`config.mk`:
```
export PLATFORM = sky130hd
export DESIGN_NAME = stream_mux_rr_flat
export DESIGN_NICKNAME = d
export VERILOG_FILES = /design/src/rtl/stream_mux_rr_if.sv /design/src/rtl/stream_mux_rr.sv /design/src/flat_wrapper.sv
export SDC_FILE = /design/constraint.sdc
export NUM_CORES = 1
export LEC_CHECK = 0
export CORE_MARGIN = 4
export CORE_UTILIZATION = 64
export CTS_BUF_LIST = sky130_fd_sc_hd__clkbuf_4
export DETAILED_ROUTE_END_ITERATION = 10
export DONT_BUFFER_PORTS = 1
export GPL_ROUTABILITY_DRIVEN = 1
export GPL_TIMING_DRIVEN = 1
export PLACE_DENSITY = 0.81
export RECOVER_POWER = 25
export SLEW_MARGIN = 25
export SYNTH_ARGS = -nofsm -noshare
export SYNTH_HDL_FRONTEND = slang
export SYNTH_SLANG_ARGS = --single-unit
export TNS_END_PERCENT = 30
```
`constraint.sdc`:
```
create_clock -name clk -period 1.9 [get_ports clk]
set_input_delay 0.19 -clock clk [delete_from_list [all_inputs] [get_ports clk]]
set_output_delay 0.19 -clock clk [all_outputs]
set_load 0.1 [all_outputs]
```
`src/rtl/stream_mux_rr_if.sv`:
```
// Stream mux handshake bundle: CHANNELS input streams in, one tagged stream out.
// The slave modport is the mux's view; master is the driver/consumer side.
interface stream_mux_rr_if #(
  parameter int WIDTH    = 8,
  parameter int CHANNELS = 4
);
  localparam int SEL_W = (CHANNELS > 2) ? $clog2(CHANNELS) : 1;

  logic [CHANNELS*WIDTH-1:0] in_data;
  logic [CHANNELS-1:0]       in_valid;
  logic [CHANNELS-1:0]       in_ready;
  logic [SEL_W-1:0]          sel;
  logic [WIDTH-1:0]          out_data;
  logic                      out_valid;
  logic                      out_ready;
  logic [SEL_W-1:0]          out_chan;

  modport master (
    output in_data, in_valid, sel, out_ready,
    input  in_ready, out_data, out_valid, out_chan
  );

  modport slave (
    input  in_data, in_valid, sel, out_ready,
    output in_ready, out_data, out_valid, out_chan
  );
endinterface

```
`src/rtl/stream_mux_rr.sv`:
```
// N:1 stream mux with registered output, select-driven (MODE=0) or round-robin (MODE=1).
// Define STREAM_MUX_STATS_EN to add the 16-bit output handshake counter xfer_count.
module stream_mux_rr #(
  parameter int WIDTH    = 8,
  parameter int CHANNELS = 4,
  parameter int MODE     = 1
) (
  input  logic              clk,
  input  logic              rst_n,
  stream_mux_rr_if.slave    bus
`ifdef STREAM_MUX_STATS_EN
  ,
  output logic [15:0]       xfer_count
`endif
);
  localparam int SEL_W = (CHANNELS > 2) ? $clog2(CHANNELS) : 1;
  localparam int VLD_W = 1 << SEL_W;

  logic [1:0]                     rst_pipe;
  logic                           rst_ok;
  logic [CHANNELS-1:0][WIDTH-1:0] ch_data;
  logic [VLD_W-1:0]               vld_ext;
  logic [SEL_W-1:0]               ptr;
  logic [SEL_W-1:0]               gnt;
  logic                           gnt_vld;
  logic                           load_en;
  logic [CHANNELS-1:0]            ready;
  logic [WIDTH-1:0]               data_q;
  logic [SEL_W-1:0]               chan_q;
  logic                           valid_q;

  // Reset asserts asynchronously but its release is retimed to clk before loads are allowed.
  always_ff @(posedge clk or negedge rst_n) begin
    if (!rst_n) rst_pipe <= 2'b00;
    else        rst_pipe <= {rst_pipe[0], 1'b1};
  end
  assign rst_ok = rst_pipe[1];

  assign ch_data = bus.in_data;
  // Padding to a power of two makes out-of-range indices read as "not valid".
  assign vld_ext = VLD_W'(bus.in_valid);
  assign load_en = rst_ok && (!valid_q || bus.out_ready);

  always_comb begin
    int               idx;
    logic [SEL_W-1:0] idx_s;
    gnt     = '0;
    gnt_vld = 1'b0;
    idx     = 0;
    idx_s   = '0;
    if (MODE == 0) begin
      gnt     = bus.sel;
      gnt_vld = vld_ext[bus.sel];
    end else begin
      // Walk from farthest to nearest so the first valid after ptr wins.
      for (int k = CHANNELS; k >= 1; k--) begin
        idx = int'(ptr) + k;
        if (idx >= CHANNELS) idx = idx - CHANNELS;
        idx_s = SEL_W'(idx);
        if (vld_ext[idx_s]) begin
          gnt     = idx_s;
          gnt_vld = 1'b1;
        end
      end
    end
  end

  always_comb begin
    ready = '0;
    if (gnt_vld && load_en) ready[gnt] = 1'b1;
  end

  always_ff @(posedge clk or negedge rst_n) begin
    if (!rst_n) begin
      data_q  <= '0;
      chan_q  <= '0;
      valid_q <= 1'b0;
      ptr     <= SEL_W'(CHANNELS - 1);
    end else if (load_en) begin
      if (gnt_vld) begin
        data_q  <= ch_data[gnt];
        chan_q  <= gnt;
        valid_q <= 1'b1;
        ptr     <= gnt;
      end else begin
        valid_q <= 1'b0;
      end
    end
  end

  assign bus.in_ready  = ready;
  assign bus.out_data  = data_q;
  assign bus.out_chan  = chan_q;
  assign bus.out_valid = valid_q;

`ifdef STREAM_MUX_STATS_EN
  always_ff @(posedge clk or negedge rst_n) begin
    if (!rst_n)                        xfer_count <= '0;
    else if (valid_q && bus.out_ready) xfer_count <= xfer_count + 16'd1;
  end
`endif
endmodule

```
`src/flat_wrapper.sv`:
```
// flat-port wrapper written by rule: the top's interface ports become plain ports
module stream_mux_rr_flat 
#(
  parameter int WIDTH    = 8,
  parameter int CHANNELS = 4,
  parameter int MODE     = 1
)
  (clk, rst_n, bus_in_data, bus_in_valid, bus_sel, bus_out_ready, bus_in_ready, bus_out_data, bus_out_valid, bus_out_chan);
  stream_mux_rr_if #(.WIDTH(WIDTH), .CHANNELS(CHANNELS)) bus_i ();
  input  logic clk;
  input  logic rst_n;
  input wire logic [$bits(bus_i.in_data)-1:0] bus_in_data;
  input wire logic [$bits(bus_i.in_valid)-1:0] bus_in_valid;
  input wire logic [$bits(bus_i.sel)-1:0] bus_sel;
  input wire logic [$bits(bus_i.out_ready)-1:0] bus_out_ready;
  output wire logic [$bits(bus_i.in_ready)-1:0] bus_in_ready;
  output wire logic [$bits(bus_i.out_data)-1:0] bus_out_data;
  output wire logic [$bits(bus_i.out_valid)-1:0] bus_out_valid;
  output wire logic [$bits(bus_i.out_chan)-1:0] bus_out_chan;
  assign bus_i.in_data = bus_in_data;
  assign bus_i.in_valid = bus_in_valid;
  assign bus_i.sel = bus_sel;
  assign bus_i.out_ready = bus_out_ready;
  assign bus_in_ready = bus_i.in_ready;
  assign bus_out_data = bus_i.out_data;
  assign bus_out_valid = bus_i.out_valid;
  assign bus_out_chan = bus_i.out_chan;
  stream_mux_rr #(.WIDTH(WIDTH), .CHANNELS(CHANNELS), .MODE(MODE)) u_core (.clk(clk), .rst_n(rst_n), .bus(bus_i));
endmodule
```
# ---- Yosys cells after proc, flatten, opt, wreduce, memory -nomap -nowiden
# Index checks and enable logic that the tools add are counted.
dict set report totals {
  out_inout_bits 15
  romBits 0
  input_bits 41
  latch_bits 0
  register_bits 15
  wordCells 55
  ramBits 0
  mem_count 0
}
dict set report classes {
  mul 0
  shift 0
  magnitude_cmp 10
  add_sub_neg 8
  n_bitwise 0
  div 0
  muxes 26
  n_reduce_logical 6
  eq_ne 0
}
# cell n
set op_table {}
lappend op_table {{$bmux W8 S2} 1}
lappend op_table {{$mux W2} 8}
lappend op_table {{$lt A2 B3 Y1 const B} 5}
lappend op_table {{$mux W1} 10}
lappend op_table {{$ge A3 B3 Y1 const B} 3}
lappend op_table {{$bmux W1 S2} 4}
lappend op_table {{$mux W8} 1}
lappend op_table {{$sub A2 B1 Y2 const B} 4}
lappend op_table {{$add A2 B2 Y3 const B} 2}
lappend op_table {{$add A2 B3 Y4 const B} 1}
lappend op_table {{$ge A4 B3 Y1 const B} 1}
lappend op_table {{$mux W4} 1}
lappend op_table {{$add A2 B1 Y3 const B} 1}
lappend op_table {{$logic_and A1 B1 Y1} 3}
lappend op_table {{$demux W1 S2} 1}
lappend op_table {{$ge A2 B1 Y1 const B} 1}
lappend op_table {{$reduce_and A2 Y1} 1}
lappend op_table {{$logic_not A1 Y1} 1}
lappend op_table {{$logic_or A1 B1 Y1} 1}

# ---- Longest topological paths before layout
# Gate-level depths: netlist (run 1).
dict set report depth {
  word_depth 14
  mapped_depth 6
  mapped_depth_nobuf 5
}

# ---- Worst setup path before layout (run 1)
# No wires, ideal clock.
dict set report synth_path {
  path_kind {register to output}
  start {reg u_core.valid_q, in the netlist u_core.bus.out_valid}
  end {out bus_in_ready[3]}
  required_time_ns 1.710
  stages_incl_launch_ff 5
  setup_slack_ns -1.034
  path_buffers 1
  t_arrival_ns 2.744
  path_cell_list {dfrtp_1 a21boi_4 clkbuf_1 nand2_1 nor2_1}
}
dict set report synth_between {
  elab_chain_len 5
}
# item line
set synth_lines {}
lappend synth_lines {{from (decl)} stream_mux_rr.sv:30} ;# logic valid_q;
lappend synth_lines {{from (signal assigned)} stream_mux_rr.sv:77} ;# valid_q <= 1'b0;
lappend synth_lines {{from (signal assigned)} stream_mux_rr.sv:83} ;# valid_q <= 1'b1;
lappend synth_lines {{from (signal assigned)} stream_mux_rr.sv:86} ;# valid_q <= 1'b0;
lappend synth_lines {{$logic_not A1 Y1} stream_mux_rr.sv:42} ;# assign load_en = rst_ok && (!valid_q || bus.out_ready);
lappend synth_lines {{$logic_or A1 B1 Y1} stream_mux_rr.sv:42}
lappend synth_lines {{$logic_and A1 B1 Y1} stream_mux_rr.sv:42}
lappend synth_lines {{$logic_and A1 B1 Y1} stream_mux_rr.sv:70} ;# if (gnt_vld && load_en) ready[gnt] = 1'b1;
lappend synth_lines {{$mux W4} stream_mux_rr.sv:70}
lappend synth_lines {{to (decl)} flat_wrapper.sv:16} ;# output wire logic [$bits(bus_i.in_ready)-1:0] bus_in_ready;
# Every way passes these cells.

# ---- Worst setup path in the final report (run 1)
dict set report layout_path {
  start {reg u_core.ptr[1]}
  end {out bus_in_ready[0]}
}
dict set report layout_between {
  elab_chain_len 14
  elab_cells_between_ends 39
  cone_classes {8 x add/sub; 6 x order compare; 23 x mux; 2 x reduce/logical}
}
# item line
set layout_lines {}
lappend layout_lines {{from (decl)} stream_mux_rr.sv:23} ;# logic [SEL_W-1:0] ptr;
lappend layout_lines {{from (signal assigned)} stream_mux_rr.sv:78} ;# ptr <= SEL_W'(CHANNELS - 1);
lappend layout_lines {{from (signal assigned)} stream_mux_rr.sv:84} ;# ptr <= gnt;
lappend layout_lines {{$add A2 B3 Y4} stream_mux_rr.sv:57} ;# idx = int'(ptr) + k;
lappend layout_lines {{$ge A4 B3 Y1 or $sub A2 B1 Y2 (tied branches)} stream_mux_rr.sv:58} ;# if (idx >= CHANNELS) idx = idx - CHANNELS;
lappend layout_lines {{$mux W2} stream_mux_rr.sv:58}
lappend layout_lines {{$bmux W1 S2} stream_mux_rr.sv:60} ;# if (vld_ext[idx_s]) begin
lappend layout_lines {{$mux W1 (implied by the code)} stream_mux_rr.sv:60}
lappend layout_lines {{$mux W2 (4 in a row)} stream_mux_rr.sv:60}
lappend layout_lines {{$lt A2 B3 Y1 (implied by the code) or $ge A2 B1 Y1 (tied branches)} stream_mux_rr.sv:70}
lappend layout_lines {{$logic_and A1 B1 Y1 (implied by the code)} stream_mux_rr.sv:70}
lappend layout_lines {{$mux W1 (implied by the code)} stream_mux_rr.sv:70}
lappend layout_lines {{$demux W1 S2} n/a}
lappend layout_lines {{$mux W4 (*)} stream_mux_rr.sv:70}
# Every way passes the cells marked *; elsewhere a longest branch is shown, timed or not. The select of a mux whose other input is x is not followed.

==> results.cfg, run 1 <==
[placed_design]
placed_area_sq_um = 1270
io_buffers = 0
gp_congestion = 0.797
dp.final_hpwl_mm = 2.15
post-place-ws_ps = -63.4

[yosys]
synth_area_leaders = dfrtp_1, a211oi_2, mux2i_1, dfstp_2, nand2_1
synth-seq-cells = 15
netlist_instances = 103
synth_warnings = 0
synth_top_area_share_pct = 31.4
seq_area_frac_synth_pct = 36.4
synth_largest_area_cell = dfrtp_1
synth.distinct_cells = 30
syn-num-nets = 144
synth.cell_area_sq_um = 1040
syn_avg_cell_area_sq_um = 10.1

[grt]
grt_pass1_wl_mm = 5.11
grt_util_all_layers_pct = 33.5
top_usage_layer = met2
gr-total-overflow = 0
use_met2_pct = 58.3
grt_max_degree = 16
grt_use_met1_pct = 34.8
antenna_found_initial = 0
met3_usage_pct = 9.59
grt_pass1_vias = 1110

[min_path]
min_path_type = primary input to register

[setup_path]
critPathRequiredTime_ps = 1710
crit_buf_inv = 2
path_cells = mux2i_2 > a2bb2oi_2 > o211ai_2 > buf_6 > nor2_4 > buf_12
critPathArrivalTime_ps = 1940
critPathTopFamily = flip-flops
slowest_stage = dfstp_2
crit_type = register to primary output
critPathCaptureType = primary output
critPathLaunchType = register
cp_max_fo = 6
max_stage_delay_ps = 610

[run_status]
violations = negative setup slack
outcome = finished, violations left

[clock_network]
cts_root_buffer = clkbuf_4
path_clk_slew_ps = 100
cts_tree = built
cts.sinks = 15
cts_buffers = 3
h-tree-depth = 1
insertion_delay_ps = 300
cts_buffer_depth = 2

[finish]
final_util_pct = 95.3
fin_area_sq_um = 1450
synthToLayoutAreaGrowth_pct = 40.0
drive_gt1_share_pct = 53.3
final_nets = 179

[power]
pwr-share-comb_pct = 68.3
p_sw_share_pct = 57.0
p_int_w = 0.000921
p_leak_nw = 0.606
irDropWorstVdd_v = 0.00113
seqPwrFrac_pct = 21.7
p_sw_w = 0.00122
clkPwrFrac_pct = 10.1
power_density_nw_per_um2 = 1470

[sta]
finalCritPeriodShare_pct = 112
fin_tns_setup_ps = -1170
setup_ws_ps = -234
hold_viol = 0
post-route-min-period_ps = 2130
relSlewSlack_pct = 50.0
timing.final.max_slew_violations = 0
setup_viol = 10
fmax_mhz = 469
worst_slew_pin_slew_ps = 748
fin_skew_ps = 1.97
rsz0062_at_grt = yes

[floorplan]
start_util_pct = 68.1
dieWidth_um = 48.3
core.rowCount = 14
dieHeight_um = 48.3
ios = 56
die_area_sq_um = 2330
core_sq_um = 1520

[drt]
vias = 1122
drc = 0
drt_wl_total_mm = 4.09
drtAntennaViolNets = 0
wire_per_inst_um = 26.6
first_pass_iters = 4
first_iter_violations = 51
viasPerCell = 7.29

[flow_run]
drv_cap = 0
[worst reg2reg max path, cell delays in order, from the launching register on]
cell	delay (ps)
dfstp_2	610
mux2i_2	260
a2bb2oi_2	190
o21a_2	190
nor2b_1	80
buf_4	130
buf_4	180
a211oi_2	240
[sequential cells by signal (all words and copies together) (netlist names)]
signal and count:
u_core.ptr 2, u_core.bus.out_data 8, u_core.rst_pipe 2, u_core.bus.out_chan 2, u_core.bus.out_valid 1
[Yosys cell counts]
library cell / n
a21oi_1: 1
dfstp_2: 2
a2bb2oi_1: 1
mux2i_1: 9
nor3_2: 1
a21boi_4: 1
a21oi_2: 2
a21o_1: 1
or3_1: 1
buf_2: 1
dfrtp_1: 13
and2_1: 1
clkbuf_1: 2
o21ai_0: 2
o41a_1: 1
nand2b_1: 2
o21ai_1: 1
a211oi_2: 16
and3_1: 1
or3b_1: 1
nor3b_1: 1
nor2b_1: 2
o211ai_2: 1
nand2_1: 11
buf_6: 3
nor2_1: 10
conb_1: 1
nor3_1: 8
o21a_1: 3
inv_1: 3
[power by group through the flow]
stage	combinational [W]	sequential (W)	clock, W
global route	0.00149	0.000469	0.000232
detailed placement	0.00127	0.000462	0
floorplan	0.000436	0.00102	0
finish	0.00146	0.000464	0.000215
CTS	0.00134	0.000454	0.000204
global placement	0.00124	0.000456	0
[through the flow]
stage / power (W) / std cells / hold WS [ps]
2_1_floorplan: 0.00146 / 103 / -106
3_3_place_gp: 0.00170 / 138 / -105
3_5_place_dp: 0.00173 / 138 / -105
4_1_cts: 0.00200 / 146 / 70.9
5_1_grt: 0.00219 / 153 / 120
6_report: 0.00214 / 154 / 134
[layout make-up]
| cell class | instances | area [sq um] |
|---|---|---|
| Antenna cell | 1 | 2.50 |
| Clock buffer | 4 | 30.0 |
| Fill cell | 37 | 71.3 |
| Inverter | 3 | 11.3 |
| Multi-Input combinational cell | 79 | 683 |
| Sequential cell | 15 | 379 |
| Tap cell | 16 | 20.0 |
| Timing Repair Buffer | 36 | 327 |
[path summary, 6_finish.rpt]
| check | start | to | slack, ps | cells after the start |
|---|---|---|---|---|
| min in group asynchronous | rst_n | u_core.bus.out_data[5] | 390 | 1 |
| worst min register to register | u_core.rst_pipe[0] | u_core.rst_pipe[1] | 400 | 0 |
| worst max register to register | u_core.ptr[1] | u_core.bus.out_data[4] | -70 | 7 |
| worst max-delay path | u_core.ptr[1] | bus_in_ready[0] | -230 | 6 |
| worst min-delay path | bus_out_ready | u_core.bus.out_valid | 130 | 2 |
| max in group asynchronous | rst_n | u_core.bus.out_valid | 1000 | 1 |
[layout by cell type (no fill, tap or decap), types with 2 or more instances in the layout]
| cell | n |
|---|---|
| buf_12 | 4 |
| nor3_1 | 7 |
| o21a_1 | 2 |
| nor2_4 | 2 |
| o21ai_0 | 2 |
| mux2i_1 | 8 |
| a21oi_2 | 2 |
| nor2_1 | 8 |
| nand2b_1 | 2 |
| dfstp_2 | 2 |
| a211oi_4 | 3 |
| nand2_1 | 10 |
| a211oi_2 | 13 |
| clkbuf_4 | 4 |
| nor2b_1 | 2 |
| dfrtp_1 | 12 |
| buf_4 | 30 |
| inv_1 | 3 |
[metal layers]
layer	up-vias	part of all wire, %
met5	-	0
met2	130	48
met3	36	13
li1	442	-
met1	514	32
met4	0	6.6
[cells by family after synthesis]
group | Yosys count | share of synthesized area (%)
simple gates | 39 | 18.2
compound gates | 30 | 30.8
flops | 15 | 36.4
mux | 9 | 8.69
buf+inv | 9 | 5.55
other cells | 1 | 0.362
[repair_timing]
action                                  4_1_cts  5_1_grt
setup buffers                                 3        7
pin swaps                                     2        4
hold buffers                                  1        0
endpoints found under the setup margin        5       12
endpoints found under the hold margin        15        0
resized for setup                             8        6
No activity file was read; power rests on OpenSTA's default activity.
==> inputs of run 2 (changes only) <==
- CELL_PAD_IN_SITES_DETAIL_PLACEMENT: unset -> 0
- CELL_PAD_IN_SITES_GLOBAL_PLACEMENT: unset -> 1
- CORE_UTILIZATION: 64 -> 46
- CTS_BUF_LIST: sky130_fd_sc_hd__clkbuf_4 -> sky130_fd_sc_hd__clkbuf_8
==> run 2 against run 1 <==
Net effect:
- the flow still finishes with violations (negative setup slack)
- clock power rose by 19%
- die area grew 32%
- critical path depth stayed put
- register-to-register slack better by 170 ps
- design area decreased by 4.3%
- cell count increased by 2.6%
- first-iteration DRC count decreased by 69%
- worst setup slack better by 110 ps
- clock skew decreased by 0.68 ps
- count of clock-buffer cells in the layout is 1 lower
- utilization shrank 27 points
- critical path type unchanged
==> results.cfg, run 2 (synthesis gave the netlist of run 1 again) <==
[sta]
timing.final.max_slew_violations = 0
worst_slew_pin_slew_ps = 1200
setup_viol = 4
fin_skew_ps = 1.29
fmax_mhz = 494
whs_ps = 121
rsz0062_at_grt = yes
hold_viol = 0
setup_ws_ps = -126
finalCritPeriodShare_pct = 107
relSlewSlack_pct = 20.1
post-route-min-period_ps = 2030

[clock_network]
cts_tree = built
path_clk_slew_ps = 60
h-tree-depth = 1
insertion_delay_ps = 240
cts.sinks = 15
cts_buffer_depth = 2
cts_buffers = 3
cts_root_buffer = clkbuf_8

[setup_path]
critPathLaunchType = register
critPathCaptureType = primary output
crit_type = register to primary output
critPathArrivalTime_ps = 1840
cp_max_fo = 3
critPathRequiredTime_ps = 1710

[power]
irDropWorstVdd_v = 0.000808
seqPwrFrac_pct = 22.3
p_sw_w = 0.00110
p_int_w = 0.000935
power_density_nw_per_um2 = 1460
pwr-share-comb_pct = 65.1
p_leak_nw = 0.578
clkPwrFrac_pct = 12.6
p_sw_share_pct = 54.0

[finish]
final_nets = 173
diodes = 0
mostFrequentLayoutCells = buf_4, a211oi_2, dfrtp_1
synthToLayoutAreaGrowth_pct = 34.0
largest_register_ffs = 8
drive_gt1_share_pct = 48.1
layout_commonest_cell = buf_4
final_util_pct = 68.1
finalNonFillerCells = 158

[run_status]
violations = negative setup slack
outcome = finished, violations left

[placed_design]
gp_congestion = 0.860
dp.cells = 150
io_buffers = 0
dp.final_hpwl_mm = 2.13
post-place-ws_ps = 28.4

[floorplan]
dieWidth_um = 55.5
dieHeight_um = 55.5
ios = 56
core_sq_um = 2040
die_area_sq_um = 3080
start_util_pct = 50.8
core.rowCount = 16

[grt]
top_usage_layer = met2
grt_use_met1_pct = 20.5
grt_pass1_vias = 906
antenna_found_initial = 0
grt_util_all_layers_pct = 18.0
gr-total-overflow = 0
use_met2_pct = 32.3
met3_usage_pct = 6.06
grt_pass1_wl_mm = 4.46
grt_max_degree = 16

[drt]
first_iter_violations = 16
drc = 0
first_pass_iters = 4
drtAntennaViolNets = 0
wire_per_inst_um = 17.1
vias = 871
viasPerCell = 5.51
drt_wl_total_mm = 2.71

[min_path]
min_path_type = primary input to register

[flow_run]
drv_cap = 0
[run 2: changes by cell type in the layout (fill, tap and decap cells not counted), sizes merged]
cell,previous run,this run
inv,3,4
buf,35,28
diode,1,0
[run 2: critical path, cell delays in order, from the launching register on]
cell	delay, ps
dfstp_2	550
mux2i_2	240
a2bb2oi_2	190
o21a_1	200
nor2b_1	80
and2_4	170
buf_12	160
[run 2: per-layer routing]
layer | up-vias | wire length (um) | part of all wire (%)
li1 | 428 | - | -
met1 | 405 | 1080 | 40
met2 | 34 | 1430 | 53
met3 | 4 | 177 | 6.5
met4 | 0 | 17 | 0.63
met5 | - | 0 | 0
[run 2: power groups by stage]
stage	Sequential, W	Clock [W]	Combinational (W)
2_1_floorplan	0.00102	0	0.000436
3_3_place_gp	0.000456	0	0.00125
3_5_place_dp	0.000460	0	0.00127
4_1_cts	0.000451	0.000264	0.00133
5_1_grt	0.000465	0.000281	0.00138
6_report	0.000453	0.000256	0.00132
[run 2: path summary, 6_finish.rpt]
kind	from	end	slack, ps	cells after the start
max	u_core.ptr[1]	bus_in_ready[1]	-130	6
min	bus_out_ready	u_core.bus.out_valid	120	2
max reg2reg	u_core.ptr[0]	u_core.bus.out_data[5]	100	7
min reg2reg	u_core.rst_pipe[0]	u_core.rst_pipe[1]	370	0
max in group asynchronous	rst_n	u_core.bus.out_valid	950	1
min in group asynchronous	rst_n	u_core.bus.out_data[2]	440	1
[run 2: area by class of cell]
type | count | area [sq um]
repair buffers | 30 | 278
clock buffers | 3 | 41.3
clock inverters | 1 | 3.75
well taps | 27 | 33.8
fillers | 166 | 652
multi-input cells | 79 | 643
inverters | 3 | 11.3
flip-flops and latches | 15 | 379
[run 2: stage by stage]
stage	total power (W)	cell area (sq um)	setup TNS, ps
6_report	0.00203	1390	-400
5_1_grt	0.00212	1390	-740
3_3_place_gp	0.00171	1290	0
2_1_floorplan	0.00146	1060	-205
4_1_cts	0.00204	1390	-298
3_5_place_dp	0.00173	1290	0
[run 2: timing repair]
action                                 4_1_cts  5_1_grt
setup endpoints to repair                    4        4
pin swaps                                    3        1
endpoints found under the hold margin       15        0
hold buffers                                 1        0
resized for setup                            5        2
buffers inserted                             3        0
